--- src/rtl/imem_boot_loader_if.sv ---
// Byte-stream input and instruction-memory write port of the boot loader.
// slave  : the loader (consumes bytes, drives the memory write port).
// master : the byte source / memory side (testbench or SoC glue).
interface imem_boot_loader_if #(
  parameter int ADDR_W = 8
);
  logic [7:0]        byte_in;
  logic              byte_valid;
  logic              byte_ready;
  logic              im_WE;
  logic [ADDR_W-1:0] im_ADDR;
  logic [31:0]       im_DATA;

  modport slave (
    input  byte_in, byte_valid,
    output byte_ready, im_WE, im_ADDR, im_DATA
  );

  modport master (
    output byte_in, byte_valid,
    input  byte_ready, im_WE, im_ADDR, im_DATA
  );
endinterface

--- src/rtl/imem_boot_loader.sv ---
// Instruction-memory boot loader: packs an MSB-first byte stream into 32-bit
// words and writes them to consecutive instruction addresses. The CPU is held
// in reset (cpu_hold) during the load and for FLUSH_CYC cycles afterwards so
// both pipeline registers clear before release.
// Optional: IMEM_BOOT_LOADER_CHECKSUM_EN adds a trailing mod-256 checksum byte
// (state CHK); on mismatch the CPU stays held until the next start or reset.
module imem_boot_loader #(
  parameter int ADDR_W    = 8,
  parameter int FLUSH_CYC = 2
) (
  input  logic              CLK,
  input  logic              RESET,
  input  logic              start,
  input  logic              abort,
  input  logic [ADDR_W:0]   load_len,
  imem_boot_loader_if.slave bus,
  output logic              cpu_hold,
  output logic              busy,
  output logic              done,
  output logic              err
);

  localparam logic [2:0] IDLE  = 3'd0;
  localparam logic [2:0] HOLD  = 3'd1;
  localparam logic [2:0] RECV  = 3'd2;
  localparam logic [2:0] WRITE = 3'd3;
  localparam logic [2:0] FLUSH = 3'd4;
`ifdef IMEM_BOOT_LOADER_CHECKSUM_EN
  localparam logic [2:0] CHK   = 3'd5;
  localparam logic [2:0] AFTER_LOAD = CHK;
`else
  localparam logic [2:0] AFTER_LOAD = FLUSH;
`endif

  localparam logic [ADDR_W:0] MAX_LEN = {1'b1, {ADDR_W{1'b0}}};
  localparam int              FCW     = (FLUSH_CYC > 1) ? $clog2(FLUSH_CYC) : 1;
  localparam logic [FCW-1:0]  FL_LAST = FCW'(FLUSH_CYC - 1);

  logic [2:0]        state;
  logic [ADDR_W:0]   len;
  logic [ADDR_W:0]   widx;
  logic [1:0]        bcnt;
  logic [23:0]       word_hi;   // first three bytes of the word in progress
  logic [FCW-1:0]    flush_cnt;
  logic [ADDR_W-1:0] addr_q;
  logic [31:0]       data_q;
  logic              xfer;
`ifdef IMEM_BOOT_LOADER_CHECKSUM_EN
  logic [7:0]        csum;
`endif

  // Status and handshake decode straight from registered state
  assign busy           = (state != IDLE);
`ifdef IMEM_BOOT_LOADER_CHECKSUM_EN
  assign bus.byte_ready = (state == RECV) || (state == CHK);
`else
  assign bus.byte_ready = (state == RECV);
`endif
  assign xfer           = bus.byte_valid && bus.byte_ready;
  // Abort in WRITE suppresses the strobe in the same cycle
  assign bus.im_WE      = (state == WRITE) && !abort;
  assign bus.im_ADDR    = addr_q;
  assign bus.im_DATA    = data_q;

  // Load sequencer: byte packing, word writes, hold/flush and status flags
  always_ff @(posedge CLK or posedge RESET) begin
    if (RESET) begin
      state     <= IDLE;
      len       <= '0;
      widx      <= '0;
      bcnt      <= '0;
      word_hi   <= '0;
      flush_cnt <= '0;
      addr_q    <= '0;
      data_q    <= '0;
      cpu_hold  <= 1'b0;
      done      <= 1'b0;
      err       <= 1'b0;
`ifdef IMEM_BOOT_LOADER_CHECKSUM_EN
      csum      <= '0;
`endif
    end else begin
      done <= 1'b0;
      if (state != FLUSH) flush_cnt <= '0;
      case (state)
        IDLE: begin
          // start wins over a simultaneous abort
          if (start) begin
            len      <= load_len;
            err      <= 1'b0;
            widx     <= '0;
            bcnt     <= '0;
            cpu_hold <= 1'b1;
            state    <= HOLD;
`ifdef IMEM_BOOT_LOADER_CHECKSUM_EN
            csum     <= '0;
`endif
          end
        end
        HOLD: begin
          if (abort) begin
            err   <= 1'b1;
            state <= FLUSH;
          end else begin
            // Oversized lengths are clamped so the address can never wrap
            if (len > MAX_LEN) begin
              len <= MAX_LEN;
              err <= 1'b1;
            end
            state <= (len == '0) ? AFTER_LOAD : RECV;
          end
        end
        RECV: begin
          if (abort) begin
            err   <= 1'b1;
            bcnt  <= '0;
            state <= FLUSH;
          end else if (xfer) begin
            bcnt <= bcnt + 2'd1;
`ifdef IMEM_BOOT_LOADER_CHECKSUM_EN
            csum <= csum + bus.byte_in;
`endif
            case (bcnt)
              2'd0: word_hi[23:16] <= bus.byte_in;
              2'd1: word_hi[15:8]  <= bus.byte_in;
              2'd2: word_hi[7:0]   <= bus.byte_in;
              default: begin
                data_q <= {word_hi, bus.byte_in};
                addr_q <= widx[ADDR_W-1:0];
                state  <= WRITE;
              end
            endcase
          end
        end
        WRITE: begin
          if (abort) begin
            err   <= 1'b1;
            state <= FLUSH;
          end else begin
            widx  <= widx + (ADDR_W+1)'(1);
            bcnt  <= '0;
            state <= (widx + (ADDR_W+1)'(1) == len) ? AFTER_LOAD : RECV;
          end
        end
`ifdef IMEM_BOOT_LOADER_CHECKSUM_EN
        CHK: begin
          if (abort) begin
            err   <= 1'b1;
            state <= FLUSH;
          end else if (xfer) begin
            if (bus.byte_in == csum) begin
              state <= FLUSH;
            end else begin
              // Bad image: report and park with the CPU still held
              err   <= 1'b1;
              done  <= 1'b1;
              state <= IDLE;
            end
          end
        end
`endif
        FLUSH: begin
          if (flush_cnt == FL_LAST) begin
            cpu_hold <= 1'b0;
            done     <= 1'b1;
            state    <= IDLE;
          end else begin
            flush_cnt <= flush_cnt + FCW'(1);
          end
        end
        default: state <= IDLE;
      endcase
    end
  end

endmodule

--- src/flat_wrapper.sv ---
// flat-port wrapper written by rule: the top's interface ports become plain ports
module imem_boot_loader_flat 
#(
  parameter int ADDR_W    = 8,
  parameter int FLUSH_CYC = 2
)
  (CLK, RESET, start, abort, load_len, cpu_hold, busy, done, err, bus_byte_in, bus_byte_valid, bus_byte_ready, bus_im_WE, bus_im_ADDR, bus_im_DATA);
  imem_boot_loader_if #(.ADDR_W(ADDR_W)) bus_i ();
  input  logic CLK;
  input  logic RESET;
  input  logic start;
  input  logic abort;
  input  logic [ADDR_W:0] load_len;
  output logic cpu_hold;
  output logic busy;
  output logic done;
  output logic err;
  input wire logic [$bits(bus_i.byte_in)-1:0] bus_byte_in;
  input wire logic [$bits(bus_i.byte_valid)-1:0] bus_byte_valid;
  output wire logic [$bits(bus_i.byte_ready)-1:0] bus_byte_ready;
  output wire logic [$bits(bus_i.im_WE)-1:0] bus_im_WE;
  output wire logic [$bits(bus_i.im_ADDR)-1:0] bus_im_ADDR;
  output wire logic [$bits(bus_i.im_DATA)-1:0] bus_im_DATA;
  assign bus_i.byte_in = bus_byte_in;
  assign bus_i.byte_valid = bus_byte_valid;
  assign bus_byte_ready = bus_i.byte_ready;
  assign bus_im_WE = bus_i.im_WE;
  assign bus_im_ADDR = bus_i.im_ADDR;
  assign bus_im_DATA = bus_i.im_DATA;
  imem_boot_loader #(.ADDR_W(ADDR_W), .FLUSH_CYC(FLUSH_CYC)) u_core (.CLK(CLK), .RESET(RESET), .start(start), .abort(abort), .load_len(load_len), .bus(bus_i), .cpu_hold(cpu_hold), .busy(busy), .done(done), .err(err));
endmodule
--- config.mk ---
export PLATFORM = sky130hd
export DESIGN_NAME = imem_boot_loader_flat
export DESIGN_NICKNAME = d
export VERILOG_FILES = /design/src/rtl/imem_boot_loader_if.sv /design/src/rtl/imem_boot_loader.sv /design/src/flat_wrapper.sv
export SDC_FILE = /design/constraint.sdc
export NUM_CORES = 1
export LEC_CHECK = 0
export ABC_CLOCK_PERIOD_IN_PS = 8400
export CAP_MARGIN = 20
export CORE_AREA = 2 2 87 89
export CTS_CLUSTER_DIAMETER = 200
export DETAILED_ROUTE_END_ITERATION = 7
export DIE_AREA = 0 0 89 91
export GPL_TIMING_DRIVEN = 0
export HOLD_SLACK_MARGIN = 0.12
export PLACE_DENSITY = 0.84
export SYNTH_ARGS = -nofsm -noshare
export SYNTH_HDL_FRONTEND = slang
export SYNTH_SLANG_ARGS = --single-unit
--- constraint.sdc ---
create_clock -name CLK -period 8.4 [get_ports CLK]
set_input_delay 1.68 -clock CLK [delete_from_list [all_inputs] [get_ports CLK]]
set_output_delay 1.68 -clock CLK [all_outputs]
set_load 0.1 [all_outputs]
* Yosys cells after proc, flatten, opt, wreduce, memory -nomap -nowiden
Cells that the tools add are included.
Widths: inputs -> output; s select.
** Word-level totals
- Register bits after elaboration :: 91
- Input port bits :: 22
- Output and inout port bits :: 46
- Logic and storage cells :: 95
** Operators by class
- $add $sub $neg :: 3
- Order comparisons :: 1
- Equality and inequality tests :: 17
- Multiplexer cells :: 35
- Bitwise operators :: 2
- Reductions and logical operators :: 24
** Operator list (count)
- $mux 9 :: 5
- $pmux 9 s2 :: 2
- $reduce_and 4->1 :: 8
- $mux 3 :: 9
- $pmux 3 s5 :: 1
- $mux 1 :: 11
- $add 9x1->9 const B :: 1
- $eq 9x9->1 :: 1
- $gt 9x9->1 const B :: 1
- $logic_not 9->1 :: 1
- $ne 3x3->1 const B :: 3
- $reduce_bool 3->1 :: 3
- $mux 2 :: 4
- $eq 3x2->1 const B :: 2
- $ne 2x1->1 const B :: 3
- $ne 2x2->1 const B :: 3
- $pmux 2 s3 :: 1
- $reduce_and 3->1 :: 2
- $reduce_bool 2->1 :: 3
- $eq 3x1->1 const B :: 1
- $eq 3x3->1 const B :: 1
- $logic_not 3->1 :: 1
- $ne 3x2->1 const B :: 1
- $pmux 1 s3 :: 1
- 11 further kinds :: 13

* Longest topological paths before layout
Gate-level depths: netlist of the first run.
- Word-level depth :: 6
- Mapped depth :: 7
- Depth with buffers taken out :: 6

* Worst setup path after synthesis of the first run
Ideal clock, no wire load.
- Path kind :: register -> output
- Start point :: register u_core.state[1]
- End point :: output port bus_byte_ready
- Arrival :: 2857 ps
- Required time :: 6720 ps
- Path slack :: 3863 ps
- Cell stages (with the launch flop) :: 3
- Cells stage by stage :: dfrtp_1 -> clkbuf_1 -> nor3b_1
** On the way
- Longest elaborated chain between the ends :: 1
** RTL lines
- from (decl) :: line imem_boot_loader.sv:39 : logic [2:0] state;
- from (signal assigned) :: line imem_boot_loader.sv:110 : state <= (len == '0) ? AFTER_LOAD : RECV;
- from (signal assigned) :: line imem_boot_loader.sv:142 : state <= (widx + (ADDR_W+1)'(1) == len) ? AFTER_LOAD : RECV;
- $eq 3x2->1 :: line imem_boot_loader.sv:57 : assign bus.byte_ready = (state == RECV);
- to (decl) :: line flat_wrapper.sv:20 : output wire logic [$bits(bus_i.byte_ready)-1:0] bus_byte_ready;
Every way passes these cells.

* Worst setup path in the final report of the first run
- Start point :: input port abort
- End point :: output port bus_im_WE
** On the way
- Longest elaborated chain between the ends :: 2
** RTL lines
- from (decl) :: line flat_wrapper.sv:12 : input logic abort;
- $logic_not 1->1 :: line imem_boot_loader.sv:61 : assign bus.im_WE = (state == WRITE) && !abort;
- $logic_and 1x1->1 :: line imem_boot_loader.sv:61
- to (decl) :: line flat_wrapper.sv:21 : output wire logic [$bits(bus_i.im_WE)-1:0] bus_im_WE;
Every way passes these cells.

==> results of run 1 <==
## synth_stat cells (all sizes together)
| cell | count |
|---|---|
| nor3b | 5 |
| o21ba | 1 |
| nand2 | 16 |
| nand2b | 2 |
| a22o | 10 |
| o22a | 1 |
| a31oi | 1 |
| a2111oi | 1 |
| ha | 5 |
| and3 | 3 |
| a22oi | 1 |
| clkbuf | 4 |
| o21ai | 16 |
| nor4b | 1 |
| nand3 | 3 |
| xor2 | 3 |
| a211oi | 3 |
| or3 | 2 |
| buf | 12 |
| o31ai | 3 |
| o311a | 2 |
| a21oi | 8 |
| o41ai | 1 |
| nor3 | 2 |
| xnor2 | 9 |
| nor2 | 12 |
| or4 | 2 |
| inv | 10 |
| o22ai | 3 |
| and4b | 1 |
| mux2 | 64 |
| nand3b | 1 |
| dfrtp | 91 |
| a31o | 2 |
| nand4 | 4 |
| nor4 | 2 |
| and2 | 4 |
## area by class of cell
class,instances,area [um2]
plain buffers,16,95.1
clock buffers,10,138
clock inverters,6,71.3
fillers,532,2100
inverters,10,40.0
multi-input cells,194,1600
flip-flops and latches,91,2280
well taps,99,124
repair buffers,68,698
## cell families (layout without fill, tap and decap cells)
logic type / count (synthesis) / in the layout
buf+inv: 26 / 110
xor+xnor: 12 / 12
flops: 91 / 91
mux: 64 / 64
compound gates: 53 / 53
fa+ha+maj: 5 / 5
simple gates: 60 / 60
## state kept, by name, summed over array words and instances, names as in the netlist, 2 cells and up
name	cells
u_core.len	9
u_core.bus.im_DATA	32
u_core.bus.im_ADDR	8
u_core.widx	9
u_core.bcnt	2
u_core.word_hi	24
u_core.state	3
## power breakdown
part | total (mW) | leakage (nW) | internal, mW | switching [mW]
combinational | 0.317 | 1.03 | 0.128 | 0.189
sequential | 0.553 | 1.24 | 0.501 | 0.0517
clock | 0.305 | 0.0995 | 0.148 | 0.157
## worst paths after layout
path	slack [ns]	to	depth (start not counted)	from
hold reg to reg	0.49	u_core.bus.im_DATA[31]	1	u_core.word_hi[23]
hold / removal	0.49	u_core.bus.im_DATA[31]	1	u_core.word_hi[23]
min in group asynchronous	1.72	u_core.bus.im_DATA[24]	2	RESET
setup / recovery	2.90	bus_im_WE	5	abort
max in group asynchronous	6.05	u_core.bus.im_ADDR[4]	3	RESET
setup reg to reg	6.12	u_core.state[2]	7	u_core.widx[1]
## per-layer routing
layer,part of all wire (%),global-route usage [%],vias up
met3,3.5,4.55,15
met5,0,0,-
met2,50,35.0,66
met4,2.3,9.08,0
li1,-,-,1275
met1,44,30.5,1379
## per-stage QoR
stage                     setup WS, ns  area [um2]
after CTS                         2.92        5040
after detailed placement          2.92        4830
final                             2.90        5040
after global placement            2.94        4800
after global routing              2.82        5040
after floorplan                   3.86        4010
## worst max-delay path, cell delays in order
cell	delay, ns
clkdlybuf4s50_1	0.47
nor2_1	0.19
nand2_1	0.10
inv_1	0.21
clkdlybuf4s50_1	1.18
==> run metrics, run 1 <==
status finished, final reports clean; CTS max path bufs 2; Worst Path Required 6.72 ns; ant diodes 0; clock root cell clkbuf_8; Die Y 91 um; IO buf count 67; initial core utilization a little under three fifths; Synth cell types 47; Slew @ Worst Pin between 1 and 1.5 ns; post-route setup TNS 0 ns; Nets 417; routed vias/inst 5.54; largest net degree at the start of global routing 50; syn_nets 338; peak supply drop approximately 0.00016 V; pwr dens 233 mW/mm2; htree depth 3; largest area contributor in the synthesized netlist dfrtp_1; post-synthesis simple-gate area fraction 8.62%; max-cap check violation count 0; Core ar. 0.00714 mm2; clock slew at reported path FFs 0.09 ns; commonest cells after routing, fill and taps aside dfrtp_1, clkdlybuf4s50_1, mux2_2, nand2_1, mux2_1; Layout Cells excl Fill 494; most common cell after layout, fill and taps aside dfrtp_1; Inst Count DP approximately 480; clk_lat worst skew 0.36 ns; Post-Synth XOR/XNOR Area ~2.6%; CTS hold repair buffers 0; register area share after synthesis 56.8%; DR WL/cell 16.6 um; Post-route DRC 0; io pins 68; pins over their slew limit 0; layout cells sized above 1 21.5%; Post-Syn Area 0.00401 mm2; overflow left after global routing 0; Yosys warning count 0; synth top area cells dfrtp_1, mux2_2, mux2_1; initial antenna violation count 0; largest family of logic cells by synthesized area multiplexers; endpoints failing hold 0; drt first pass iters 4; RSZ-0062 raised after global routing false; Synth Area in Adders 1.56%; Leak Pwr 2.36 nW; total power 1.17 mW; total wire length 8210 um; antenna-violating nets left 0; CP Max Fanout 6; post-CTS setup buffers 0; Critical Path AT 3.82 ns; vias in the first global route between 2,000 and 3,000; Final setup viols 0; kind of critical path input pin to output port; Mapped Cells 311; post-synthesis sequential element count 91; Routability Congestion ~0.78; GR Util All Layers around 22%; CTS tree built; # clock sinks roughly 90; DP HPWL 5640 um; Die Area 0.00810 mm2; Peak Freq 0.182 GHz; Synth Area per Inst around 13 um2; # rows 31; area grow syn2layout 25.8%; Resized Gates After CTS 0; fraction of synthesized area in multiplexers 18.0%; vias 2,735; Critical Path Sink Type output port; post-synthesis compound-gate area fraction ~9%; HP Class flop to flop; slew margin rel. 32.1%; drt first-iter violations between 100 and 150; Core Util, Final 70.6%; Startpoint Class input pin; Chip Width 89 um; first-pass GRT wire length roughly 14,000 um; Fin Hold WS approximately 0.49 ns; Inserted Clock Buffers 9; final cycle utilization of the critical path between 60% and 70%; Yosys top cell area share between 50% and 60%; Tmin final 5.50 ns; worst clock skew 0.0108 ns
Note: power is estimated with default switching activity, not from simulation.
==> run 2: changes to the inputs <==
--- a/config.mk
+++ b/config.mk
@@ -5,15 +5,15 @@
 export SDC_FILE = /design/constraint.sdc
 export NUM_CORES = 1
 export LEC_CHECK = 0
-export ABC_CLOCK_PERIOD_IN_PS = 8400
+export ABC_CLOCK_PERIOD_IN_PS = 5700
 export CAP_MARGIN = 20
-export CORE_AREA = 2 2 87 89
+export CORE_AREA = 2 2 90 92
 export CTS_CLUSTER_DIAMETER = 200
 export DETAILED_ROUTE_END_ITERATION = 7
-export DIE_AREA = 0 0 89 91
+export DIE_AREA = 0 0 92 94
 export GPL_TIMING_DRIVEN = 0
 export HOLD_SLACK_MARGIN = 0.12
-export PLACE_DENSITY = 0.84
+export PLACE_DENSITY = 0.79
 export SYNTH_ARGS = -nofsm -noshare
 export SYNTH_HDL_FRONTEND = slang
 export SYNTH_SLANG_ARGS = --single-unit
==> constraint.sdc (replaced) <==
create_clock -name CLK -period 5.7 [get_ports CLK]
set_input_delay 1.14 -clock CLK [delete_from_list [all_inputs] [get_ports CLK]]
set_output_delay 1.14 -clock CLK [all_outputs]
set_load 0.1 [all_outputs]
==> run 2 against run 1 <==
Against the previous run: die area increased by 6.8%; worst setup slack got worse by 1.6 ns; combinational power increased by 44%; flip-flop and latch count is the same; register-to-register slack lost 2.6 ns; clock skew is essentially flat; non-clock buffer count stayed put; final cell count is 0.61% higher; critical path depth is the same; global-route usage fell by 2.6 points.
==> run metrics, run 2 (same netlist as run 1, synthesis figures left out) <==
antenna-violating nets left 0 (unchanged); drt first pass iters 4 (unchanged); Peak Freq 0.229 GHz; DP HPWL 5710 um (+1.3%); Critical Path Sink Type output port; commonest cells after routing, fill and taps aside dfrtp_1, clkdlybuf4s50_1, mux2_2, nand2_1, mux2_1; Switching Share 33.6% (-0.22 points); worst clock skew 0.0111 ns (+0.000379 ns); total wire length 7910 um (-3.7%); Fin Hold WS 0.488 ns (+0.00238 ns); Die Area 0.00865 mm2 (+6.8%); DR WL/cell 15.9 um (-4.2%); HP Class flop to flop; initial core utilization 52.7% (-3.5 points); Max stage delay on crit path 1.17 ns (about the same); Inserted Clock Buffers 9 (unchanged); Worst Path Required 4.56 ns (-2.16 ns); Tmin final between 4 and 5 ns; pins over their slew limit 0 (unchanged); max reg flops 32 (unchanged); Chip Width 92 um (+3.4%); layout cells sized above 1 21.5% (unchanged); overflow left after global routing 0 (unchanged); crit path buf inv count 3 (unchanged); NetSw 569 uW (+43%); initial antenna violation count 0 (unchanged); peak supply drop 0.000364 V (+130%); pwr dens 337 mW/mm2 (+44%); cell family with most CP delay buffers and inverters; vias in the first global route 2,709 (-4.7%); clock slew at reported path FFs 0.09 ns (about the same); Startpoint Class input pin; Pint 1.12 mW (+45%); max-cap check violation count 0 (unchanged); CTS hold repair buffers 0 (unchanged); clock root cell clkbuf_8; Final setup viols 0 (unchanged); sequential share of power 48.0% (+0.9 points); # clock sinks 91 (unchanged); Post-route DRC 0 (unchanged); Inst Count DP 481 (+0.63%); first-pass GRT wire length 13,400 um (-3.8%); final-layout fill cell count 575 (+8.1%); ant diodes 0 (unchanged); Layout Cells excl Fill 497 (+0.61%); area grow syn2layout 25.5%; io pins 68 (unchanged); CTS max path bufs 2 (unchanged); Gate power share 27.1% (about the same); Max stage delay cell, worst path clkdlybuf4s50_1; clock share of power 25.0% (-0.9 points); Routability Congestion 0.866 (+11%); final cycle utilization of the critical path between 70 and 80%; post-route setup TNS 0 ns (unchanged); Slew @ Worst Pin 0.992 ns (-0.0238 ns); GR Util All Layers 19.8% (-2.6 points); endpoints failing hold 0 (unchanged); kind of critical path input pin to output port; drt first-iter violations 127 (-12%); CTS tree built; routed vias/inst 5.46 (-1.3%); cell repeated most along the worst path clkdlybuf4s50_1; Leak Pwr 2.36 nW (about the same); Nets 417 (unchanged); Resized Gates After CTS 0 (unchanged); slew margin rel. 33.7% (+1.6 points); IO buf count 67 (unchanged); most common cell after layout, fill and taps aside dfrtp_1; status finished, final reports clean; # rows 32 (+3.2%); htree depth 3 (unchanged); RSZ-0062 raised after global routing false; CP cell instances clkdlybuf4s50_1, nor2_1, nand2_1, inv_1, clkdlybuf4s50_1; post-CTS setup buffers 0 (unchanged); Critical Path AT 3.22 ns (-0.60 ns); largest net degree at the start of global routing 56 (+12%); CP Max Fanout 6 (unchanged); vias 2,715 (-0.73%); clk_lat worst skew 0.34 ns (-0.02 ns); Core ar. 0.00761 mm2 (+6.6%); Die Y 94 um (+3.3%)
[run 2: routing by layer]
metal	vias up	GRT usage, %	share of wire [%]
li1	1273	-	-
met4	0	6.59	1.3
met2	68	32.5	49
met3	10	2.89	3.7
met1	1364	27.3	46
met5	-	0	0
[run 2: stage by stage]
stage / setup WS [ns] / cell area [um2] / utilization, % / power, mW
global route: 1.25 / 5030 / 66.1 / 1.78
detailed placement: 1.34 / 4830 / 63.6 / 1.28
finish: 1.34 / 5030 / 66.1 / 1.69
floorplan: 1.70 / 4010 / - / 1.16
global placement: 0.917 / 4800 / 63.2 / 1.26
CTS: 1.34 / 5030 / 66.1 / 1.70
[run 2: power by group through the flow]
stage | clock network, mW | logic [mW] | registers [mW]
2_1_floorplan | 0 | 0.314 | 0.849
6_report | 0.423 | 0.458 | 0.812
4_1_cts | 0.429 | 0.462 | 0.811
3_5_place_dp | 0 | 0.458 | 0.824
3_3_place_gp | 0 | 0.443 | 0.817
5_1_grt | 0.456 | 0.502 | 0.826
[run 2: cell type report]
class	count	area (um2)	area share (%)
plain buffers	16	95.1	1.89
clock buffers	12	165	3.28
clock inverters	4	30.0	0.597
inverters	10	40.0	0.796
multi-input cells	194	1600	31.7
flip-flops and latches	91	2280	45.3
well taps	102	128	2.54
repair buffers	68	698	13.9
[run 2: worst paths after layout]
check	from	cells past startpoint	slack, ns	endpoint
setup / recovery	abort	5	1.34	bus_im_WE
hold / removal	u_core.word_hi[6]	1	0.49	u_core.bus.im_DATA[14]
setup reg to reg	u_core.widx[1]	7	3.50	u_core.state[2]
hold reg to reg	u_core.word_hi[6]	1	0.49	u_core.bus.im_DATA[14]
max in group asynchronous	RESET	3	3.90	u_core.widx[0]
min in group asynchronous	RESET	2	1.17	u_core.word_hi[9]
[run 2: worst register-to-register path: stages, from the launching register on]
cell	delay [ns]
dfrtp_1	0.46
ha_1	0.21
buf_4	0.17
and3_4	0.20
a211oi_1	0.21
o31ai_1	0.15
a2111oi_0	0.54
a31o_1	0.21
